===== src/rtl/iter_muldiv_unit.sv =====
// Iterative radix-2 RV32M multiply/divide unit with valid/ready handshakes.
// Works on operand magnitudes and fixes up the result sign on the final step.
module iter_muldiv_unit #(
  parameter int WIDTH = 32
) (
  input  logic             clk,
  input  logic             reset,
  input  logic             start_valid,
  output logic             start_ready,
  input  logic [2:0]       op,
  input  logic [WIDTH-1:0] operand_a,
  input  logic [WIDTH-1:0] operand_b,
  input  logic             kill,
  output logic             result_valid,
  input  logic             result_ready,
  output logic [WIDTH-1:0] result,
  output logic             busy
);
  localparam int CNT_W = $clog2(WIDTH) + 1;

  localparam logic [2:0] OP_MULH   = 3'b001;
  localparam logic [2:0] OP_MULHSU = 3'b010;
  localparam logic [2:0] OP_DIV    = 3'b100;
  localparam logic [2:0] OP_REM    = 3'b110;

  typedef enum logic [1:0] {IDLE, CALC, DONE} state_t;

  state_t             state_reg, state_next;
  logic [2:0]         op_reg;
  logic               neg_reg;
  logic [WIDTH-1:0]   m_reg, hi_reg, lo_reg, result_reg;
  logic [CNT_W-1:0]   cnt_reg;

  logic               accept, special, last_step, div_by_zero, div_ovf;
  logic               signed_a, signed_b, sign_a, sign_b;
  logic [WIDTH-1:0]   mag_a, mag_b, special_result;
  logic [WIDTH:0]     mul_sum, div_trial, div_diff;
  logic [WIDTH-1:0]   step_hi, step_lo, div_val, final_result;
  logic [2*WIDTH-1:0] prod_fix;

  assign accept   = start_valid && (state_reg == IDLE) && !kill;
  assign signed_a = (op == OP_MULH) || (op == OP_MULHSU) || (op == OP_DIV) || (op == OP_REM);
  assign signed_b = (op == OP_MULH) || (op == OP_DIV) || (op == OP_REM);
  assign sign_a   = signed_a & operand_a[WIDTH-1];
  assign sign_b   = signed_b & operand_b[WIDTH-1];
  assign mag_a    = sign_a ? -operand_a : operand_a;
  assign mag_b    = sign_b ? -operand_b : operand_b;

  // Divide corner cases skip the iteration and finish on the accept edge.
  assign div_by_zero = op[2] && (operand_b == '0);
  assign div_ovf     = op[2] && !op[0] && (operand_a == {1'b1, {(WIDTH-1){1'b0}}}) && (&operand_b);
  assign special     = div_by_zero || div_ovf;
  assign special_result = div_by_zero ? (op[1] ? operand_a : '1)
                                      : (op[1] ? '0 : operand_a);

  assign last_step = (cnt_reg == CNT_W'(WIDTH - 1));

  always_comb begin
    mul_sum   = {1'b0, hi_reg} + (lo_reg[0] ? {1'b0, m_reg} : '0);
    div_trial = {hi_reg, lo_reg[WIDTH-1]};
    div_diff  = div_trial - {1'b0, m_reg};
    if (op_reg[2]) begin
      // Remainder lives in hi, dividend shifts out of lo while quotient bits shift in.
      if (!div_diff[WIDTH]) begin
        step_hi = div_diff[WIDTH-1:0];
        step_lo = {lo_reg[WIDTH-2:0], 1'b1};
      end else begin
        step_hi = div_trial[WIDTH-1:0];
        step_lo = {lo_reg[WIDTH-2:0], 1'b0};
      end
    end else begin
      step_hi = mul_sum[WIDTH:1];
      step_lo = {mul_sum[0], lo_reg[WIDTH-1:1]};
    end
    prod_fix = neg_reg ? -{step_hi, step_lo} : {step_hi, step_lo};
    div_val  = op_reg[1] ? step_hi : step_lo;
    if (op_reg[2])
      final_result = neg_reg ? -div_val : div_val;
    else if (op_reg[1:0] == 2'b00)
      final_result = prod_fix[WIDTH-1:0];
    else
      final_result = prod_fix[2*WIDTH-1:WIDTH];
  end

  always_ff @(posedge clk or posedge reset) begin
    if (reset)
      state_reg <= IDLE;
    else
      state_reg <= state_next;
  end

  always_comb begin
    state_next   = state_reg;
    start_ready  = 1'b0;
    result_valid = 1'b0;
    busy         = 1'b1;
    case (state_reg)
      IDLE: begin
        start_ready = 1'b1;
        busy        = 1'b0;
        if (accept)
          state_next = special ? DONE : CALC;
      end
      CALC: begin
        if (kill)
          state_next = IDLE;
        else if (last_step)
          state_next = DONE;
      end
      DONE: begin
        result_valid = 1'b1;
        if (kill || result_ready)
          state_next = IDLE;
      end
      default: state_next = IDLE;
    endcase
  end

  always_ff @(posedge clk or posedge reset) begin
    if (reset) begin
      op_reg     <= '0;
      neg_reg    <= 1'b0;
      m_reg      <= '0;
      hi_reg     <= '0;
      lo_reg     <= '0;
      cnt_reg    <= '0;
      result_reg <= '0;
    end else if (accept) begin
      op_reg  <= op;
      neg_reg <= (op == OP_REM) ? sign_a : (sign_a ^ sign_b);
      cnt_reg <= '0;
      hi_reg  <= '0;
      if (op[2]) begin
        m_reg  <= mag_b;
        lo_reg <= mag_a;
      end else begin
        m_reg  <= mag_a;
        lo_reg <= mag_b;
      end
      if (special)
        result_reg <= special_result;
    end else if ((state_reg == CALC) && !kill) begin
      hi_reg  <= step_hi;
      lo_reg  <= step_lo;
      cnt_reg <= cnt_reg + CNT_W'(1);
      if (last_step)
        result_reg <= final_result;
    end
  end

  assign result = result_reg;

endmodule


===== config.mk =====
export PLATFORM = sky130hd
export DESIGN_NAME = iter_muldiv_unit
export DESIGN_NICKNAME = d
export VERILOG_FILES = /design/src/rtl/iter_muldiv_unit.sv
export SDC_FILE = /design/constraint.sdc
export NUM_CORES = 1
export LEC_CHECK = 0
export BUFFER_PORTS_ARGS = -buffer_cell sky130_fd_sc_hd__buf_2
export CORE_ASPECT_RATIO = 1.5
export CORE_MARGIN = 2
export CORE_UTILIZATION = 35
export DETAILED_ROUTE_END_ITERATION = 8
export PLACE_DENSITY_LB_ADDON = 0.05
export SETUP_SLACK_MARGIN = 0.3
export SLEW_MARGIN = 10
export SYNTH_ARGS = -nofsm -noshare
export SYNTH_HDL_FRONTEND = slang
export SYNTH_SLANG_ARGS = --single-unit

===== constraint.sdc =====
create_clock -name clk -period 7.05 [get_ports clk]
set_input_delay 1.41 -clock clk [delete_from_list [all_inputs] [get_ports clk]]
set_output_delay 1.41 -clock clk [all_outputs]
set_load 0.1 [all_outputs]

==> qor.csv, run 1 <==
stage;metric;value;unit
floorplanning;height of the die;279;um
clock_tree;TritonCTS buffer count;17;
floorplanning;initial cell density of the core;35.4;%
grt;largest net degree at the start of global routing;126;
routing;met2 WL;43400;um
synth;post-synthesis sequential area ratio;19.9;%
synth;Post-synth top flop;dfrtp_1;
routing;DR DRC count;0;
floorplanning;Core Box Area;49700;sq um
placement;routability cong.;0.994;
finish;Nets;2654;
setup_path;cells on worst reg2reg path;19;
power;Leak;7.80;nW
routing;Via density;6.21;
setup_path;Worst Setup Start Kind;flop;
sta;final max-slew violation count;0;
setup_path;WS Path Type;reg2reg;
routing;Starting DRT DRC Count;1686;
sta;Max-Slew Margin vs Limit;18.9;%
routing;antenna viol nets, final;0;
hold_path;hold_sp;m_reg[30]$_DFFE_PP0P_;
clock_tree;# hold bufs at CTS;0;
synth;Synth top cells by count;nand2_1 (313), nor2_1 (246), o21ai_0 (244);
synth;mapped cell area;17600;sq um
clock_tree;clk_lat worst skew;0.46;ns
setup_path;crit end category;flop;
synth;Yosys Warn Count;0;
placement;placed insts;3153;
hold_path;worst hold path class;reg2reg;
finish;share of layout cells above drive strength 1;11.1;%
setup_path;Reg2Reg Setup Slack;0.59;ns
setup_path;worst reg2reg path startpoint;lo_reg[31]$_DFFE_PP0P_;
power;PD cells;415;nW/um^2
synth;Synth area leader;dfrtp_1;
sta;Slew @ Worst Pin;1.19;ns
setup_path;CP max FO;8;
synth;top cells by area, synth;dfrtp_1 (20%), o21ai_0 (6.9%), nand2_1 (6.7%);
synth;syn nets;2638;
grt;Total GRT Usage;34.0;%
setup_path;worst endpoint required time;7.37;ns
routing;DR top layer;met4;
finish;synth-to-layout area growth;10.4;%
routing;DRT Pass-1 Iters;5;
sta;Fmax;155;MHz
setup_path;Arrival @ worst endpoint;6.78;ns
power;VDD IR max;0.263;mV
routing;WL final;89800;um
flow_run;max-cap viol count;0;
clock_tree;CTS root buf;clkbuf_16;
sta;Final WS setup;0.594;ns
clock_tree;CTS max path bufs;2;
finish;Non-Filler Instances;3188;
sta;final worst clock skew;0.0183;ns
setup_path;FF-to-FF End;result[30]$_DFFE_PP0P_;
synth;Syn Area/Cell;7.06;sq um
routing;Routed met1 length;34300;um
placement;setup slack at placement;0.652;ns
clock_tree;CTS tree;yes;
clock_tree;CTS Sinks;140;
synth;Syn Inst Count;2494;
floorplanning;# rows;100;
grt;initial antenna violation count;6;
sta;min Tclk post-route;6.46;ns
synth;post-synthesis cell type count;93;
synth;number of flops mapped to enable cells by yosys;0;
floorplanning;Chip Width;187;um
sta;Hold Violations, Final;0;
synth;count leader, synth;nand2_1;
routing;wire length per cell;28.2;um
floorplanning;Ports;107;
status;outcome;complete, no violations;
clock_tree;clock slew at reported path FFs;0.06;ns
setup_path;Worst Setup EP;result[30]$_DFFE_PP0P_;
placement;DP HPWL;69900;um
sta;Final Setup Violations;0;
synth;async set-reset flop share out of synthesis;100;%
sta;setup tns final;0;ns
synth;Synth top area share;19.9;%
sta;RSZ-0062 raised after global routing;yes;
grt;first-pass GRT wire length;131000;um
grt;vias in the first global route;19300;
placement;IO buf count;106;
grt;GR Overflow Total;0;
routing;vias;19800;
setup_path;crit path launch;lo_reg[31]$_DFFE_PP0P_;
clock_tree;H-tree level count;4;
floorplanning;die area;52100;sq um
routing;DR WL met3;4390;um
synth;post-synthesis sequential element count;140;
sta;Final Cycle Share;91.6;%
## timing repair
action	in CTS	in global routing
endpoints found under the setup margin	0	4
buffers inserted	0	1
gates resized for setup	0	1
## cell type report
type	instances	area [sq um]
Inverter	75	287
Clock buffer	19	443
Sequential cell	140	3510
Fill cell	5345	30200
Clock inverter	13	168
Multi-Input combinational cell	2108	13200
Tap cell	663	830
Antenna cell	2	5.00
Timing Repair Buffer	168	1020
## worst max-delay path, stage by stage, from the launching register on
cell	delay (ns)
dfrtp_1	0.41
inv_1	0.17
ha_1	0.20
inv_1	0.06
fa_1	0.43
a211oi_2	0.39
nor4_4	0.10
o311ai_4	0.33
buf_4	0.21
a2111oi_2	0.09
o21a_1	0.39
o41ai_1	0.75
nor2_1	0.26
o21ai_0	0.48
ha_1	0.38
nand4_1	0.43
or2_1	0.51
o31ai_1	0.32
xor2_1	0.30
o211ai_1	0.11
## layer usage
layer / global-route usage (%) / vias up
met5: 0 / -
met4: 25.4 / 0
met3: 3.33 / 245
met2: 59.1 / 811
met1: 38.6 / 9506
li1: - / 9223
## cell usage in the layout, fill, tap and decap left out, drive strengths merged, types with 9 or more instances in the layout
cell type	count
nand2	313
o21ai	258
nor2	248
a21oi	210
buf	168
dfrtp	140
xnor2	88
inv	75
nor3	71
ha	70
o211ai	62
xor2	60
nand3	57
mux2i	54
and2	52
a211oi	46
nand4	41
a31oi	39
o31ai	32
a21o	28
or3	25
o21a	23
nor4	23
and3	20
clkbuf	19
nor2b	18
mux2	18
o41ai	16
o22ai	14
a221oi	13
or2	12
o21bai	11
nand2b	11
a2111oi	11
a21boi	10
nor3b	10
and4	9
a22o	9
or4	9
o221ai	9
## worst min path at each step
stage / cells past startpoint / end / slack, ns
floorplan: 2 / m_reg[11]$_DFFE_PP0P_ / 0.46
global placement: 1 / result[27]$_DFFE_PP0P_ / 0.48
detailed placement: 1 / result[27]$_DFFE_PP0P_ / 0.49
CTS: 2 / m_reg[30]$_DFFE_PP0P_ / 0.50
global route: 2 / m_reg[2]$_DFFE_PP0P_ / 0.53
finish: 2 / m_reg[30]$_DFFE_PP0P_ / 0.50
## stage by stage
stage / hold slack [ns] / total power (W) / util (%) / cell area [sq um]
2_1_floorplan: 0.463 / 0.00498 / - / 17600
5_1_grt: 0.529 / 0.00856 / 39.1 / 19400
4_1_cts: 0.503 / 0.00796 / 39.1 / 19400
3_5_place_dp: 0.486 / 0.00693 / 37.9 / 18800
3_3_place_gp: 0.476 / 0.00695 / 37.9 / 18800
6_report: 0.497 / 0.00807 / 39.1 / 19400
## logic make-up after synthesis
group	count (synthesis)	share of synthesized area, %
simple gates	935	25.1
compound gates	881	32.7
buf+inv	246	5.49
xor+xnor	148	7.36
flops	140	19.9
mux	72	4.22
fa+ha+maj	72	5.20
## report_power, final
group / total, W / internal, W / leakage (nW) / switching [W]
registers: 0.00127 / 0.000983 / 1.82 / 0.000292
clock network: 0.000997 / 0.000569 / 0.282 / 0.000428
logic: 0.00580 / 0.00190 / 5.69 / 0.00390
No activity file was read; power rests on OpenSTA's default activity.
==> inputs of run 2 (changes only) <==
CELL_PAD_IN_SITES_DETAIL_PLACEMENT = 0   (was not set)
CELL_PAD_IN_SITES_GLOBAL_PLACEMENT = 1   (was not set)
==> run 2 against run 1 <==
  * Sequential power about the same
  * Sequential cell count is the same
  * First-iteration DRC count is 7.5% higher
  * Wire length increased by 0.47%
  * Register-to-register slack lost 0.13 ns
  * Global-route usage about the same
  * Critical path type unchanged
==> qor.csv, run 2 (synthesis gave the netlist of run 1 again) <==
stage;metric;value;unit
status;outcome;complete, no violations;
sta;Final Cycle Share;93.5;%
setup_path;Worst path max stage delay;0.87;ns
sta;final worst clock skew;0.0181;ns
placement;routability cong.;0.991;
power;VDD IR max;0.304;mV
floorplanning;die area;52100;sq um
floorplanning;Core Box Area;49700;sq um
sta;Fmax;152;MHz
floorplanning;height of the die;279;um
setup_path;crit path launch;lo_reg[31]$_DFFE_PP0P_;
sta;hold_ws;0.482;ns
setup_path;WS Path Type;reg2reg;
sta;Final Setup Violations;0;
clock_tree;CTS Sinks;140;
sta;RSZ-0062 raised after global routing;no;
power;Power, Total;0.00809;W
setup_path;Largest delay share family, worst path;compound AO/OA/AOI/OAI gates;
clock_tree;CTS max path bufs;2;
clock_tree;# hold bufs at CTS;0;
flow_run;max-cap viol count;0;
floorplanning;Ports;107;
grt;largest net degree at the start of global routing;93;
finish;Final Cell Area;19400;sq um
sta;Slew @ Worst Pin;1.18;ns
power;PD cells;417;nW/um^2
sta;Max-Slew Margin vs Limit;21.5;%
finish;share of layout cells above drive strength 1;11.0;%
finish;footprint of the multi-input gates;13200;sq um
power;Leak;7.79;nW
grt;initial antenna violation count;5;
grt;vias in the first global route;19000;
grt;GR Overflow Total;0;
setup_path;Worst Setup EP;result[21]$_DFFE_PP0P_;
setup_path;CP max FO;16;
sta;Hold Violations, Final;0;
floorplanning;# rows;100;
setup_path;crit path cell chain;inv_1 -> ha_1 -> inv_1 -> fa_1 -> a211oi_2 -> nor4_4 -> o311ai_4 -> buf_4 -> a2111o_1 -> and2_1 -> buf_4 -> nand2_1 -> a311oi_2 -> and2_1 -> and4_1 -> nand3_1 -> mux2i_1 -> a2111oi_0 -> o21ai_0;
hold_path;worst hold path class;reg2reg;
routing;wire length per cell;28.3;um
finish;most frequent cells in the layout;nand2_1 (312), o21ai_0 (244), nor2_1 (243);
finish;commonest non-fill, non-tap cell in the layout;nand2_1;
clock_tree;H-tree level count;4;
sta;min Tclk post-route;6.59;ns
sta;final max-slew violation count;0;
placement;DP HPWL;70800;um
setup_path;Reg2Reg Setup Slack;0.46;ns
setup_path;cells on worst reg2reg path;19;
setup_path;worst endpoint required time;7.36;ns
setup_path;Worst Setup Start Kind;flop;
setup_path;Arrival @ worst endpoint;6.90;ns
placement;IO buf count;106;
setup_path;crit path buf inv count;4;
finish;synth-to-layout area growth;10.2;%
finish;Nets;2652;
clock_tree;clock slew at reported path FFs;0.07;ns
clock_tree;CTS root buf;clkbuf_16;
setup_path;worst reg2reg path startpoint;lo_reg[31]$_DFFE_PP0P_;
clock_tree;TritonCTS buffer count;17;
routing;WL final;90200;um
setup_path;critical path depth;19;
setup_path;FF-to-FF End;result[21]$_DFFE_PP0P_;
sta;Final WS setup;0.459;ns
routing;DRT Pass-1 Iters;6;
clock_tree;clk_lat worst skew;0.47;ns
routing;DR DRC count;0;
routing;antenna viol nets, final;0;
grt;Total GRT Usage;34.0;%
placement;instance area at placement;18800;sq um
routing;Starting DRT DRC Count;1813;
finish;fillcell total;5382;
finish;Register Area;3510;sq um
setup_path;CP max stage cell;a311oi_2;
routing;vias;19700;
grt;first-pass GRT wire length;130000;um
sta;setup tns final;0;ns
clock_tree;CTS tree;yes;
floorplanning;initial cell density of the core;35.4;%
placement;setup slack at placement;0.483;ns
routing;Via density;6.19;
setup_path;crit end category;flop;
floorplanning;Chip Width;187;um
-- run 2: worst min path at each step --
stage	cells after the start	end	startpoint
3_3_place_gp	2	result[1]$_DFFE_PP0P_	result[1]$_DFFE_PP0P_
4_1_cts	2	result[1]$_DFFE_PP0P_	result[1]$_DFFE_PP0P_
6_report	2	result[1]$_DFFE_PP0P_	result[1]$_DFFE_PP0P_
2_1_floorplan	2	m_reg[11]$_DFFE_PP0P_	m_reg[11]$_DFFE_PP0P_
3_5_place_dp	2	result[1]$_DFFE_PP0P_	result[1]$_DFFE_PP0P_
5_1_grt	1	result[27]$_DFFE_PP0P_	result[27]$_DFFE_PP0P_
-- run 2: what timing repair did --
| action | 4_1_cts | 5_1_grt |
|---|---|---|
| setup endpoints to repair | 0 | 13 |
| setup buffers | 0 | 2 |
| resized for setup | 0 | 1 |
-- run 2: tightest hold or removal path, cell delays in order, from the launching register on --
cell,delay [ns]
dfrtp_1,0.34
nand2_1,0.04
o21ai_0,0.06
-- run 2: power by group --
| part | switching (W) | internal [W] |
|---|---|---|
| combinational | 0.00396 | 0.00187 |
| sequential | 0.000278 | 0.000983 |
| clock | 0.000433 | 0.000570 |
-- run 2: layout make-up --
cell class              count  share of cell area, %
repair buffers            166                   5.07
well taps                 663                   4.28
flip-flops and latches    140                   18.1
clock buffers              20                   2.30
multi-input cells        2108                   67.9
diodes                      1                 0.0129
inverters                  75                   1.48
clock inverters            12                  0.832
-- run 2: stage by stage --
step | std cells | util, %
2_1_floorplan | 2494 | -
3_3_place_gp | 3150 | 37.8
3_5_place_dp | 3150 | 37.8
4_1_cts | 3182 | 39.0
5_1_grt | 3184 | 39.1
6_report | 3185 | 39.1
-- run 2: layer usage --
layer / vias to the layer above / global-route usage, % / part of all wire, %
met2: 709 / 60.2 / 49
met3: 202 / 3.63 / 4.6
met1: 9608 / 39.0 / 39
met5: - / 0 / 0.019
met4: 2 / 21.7 / 7.1
li1: 9197 / - / -
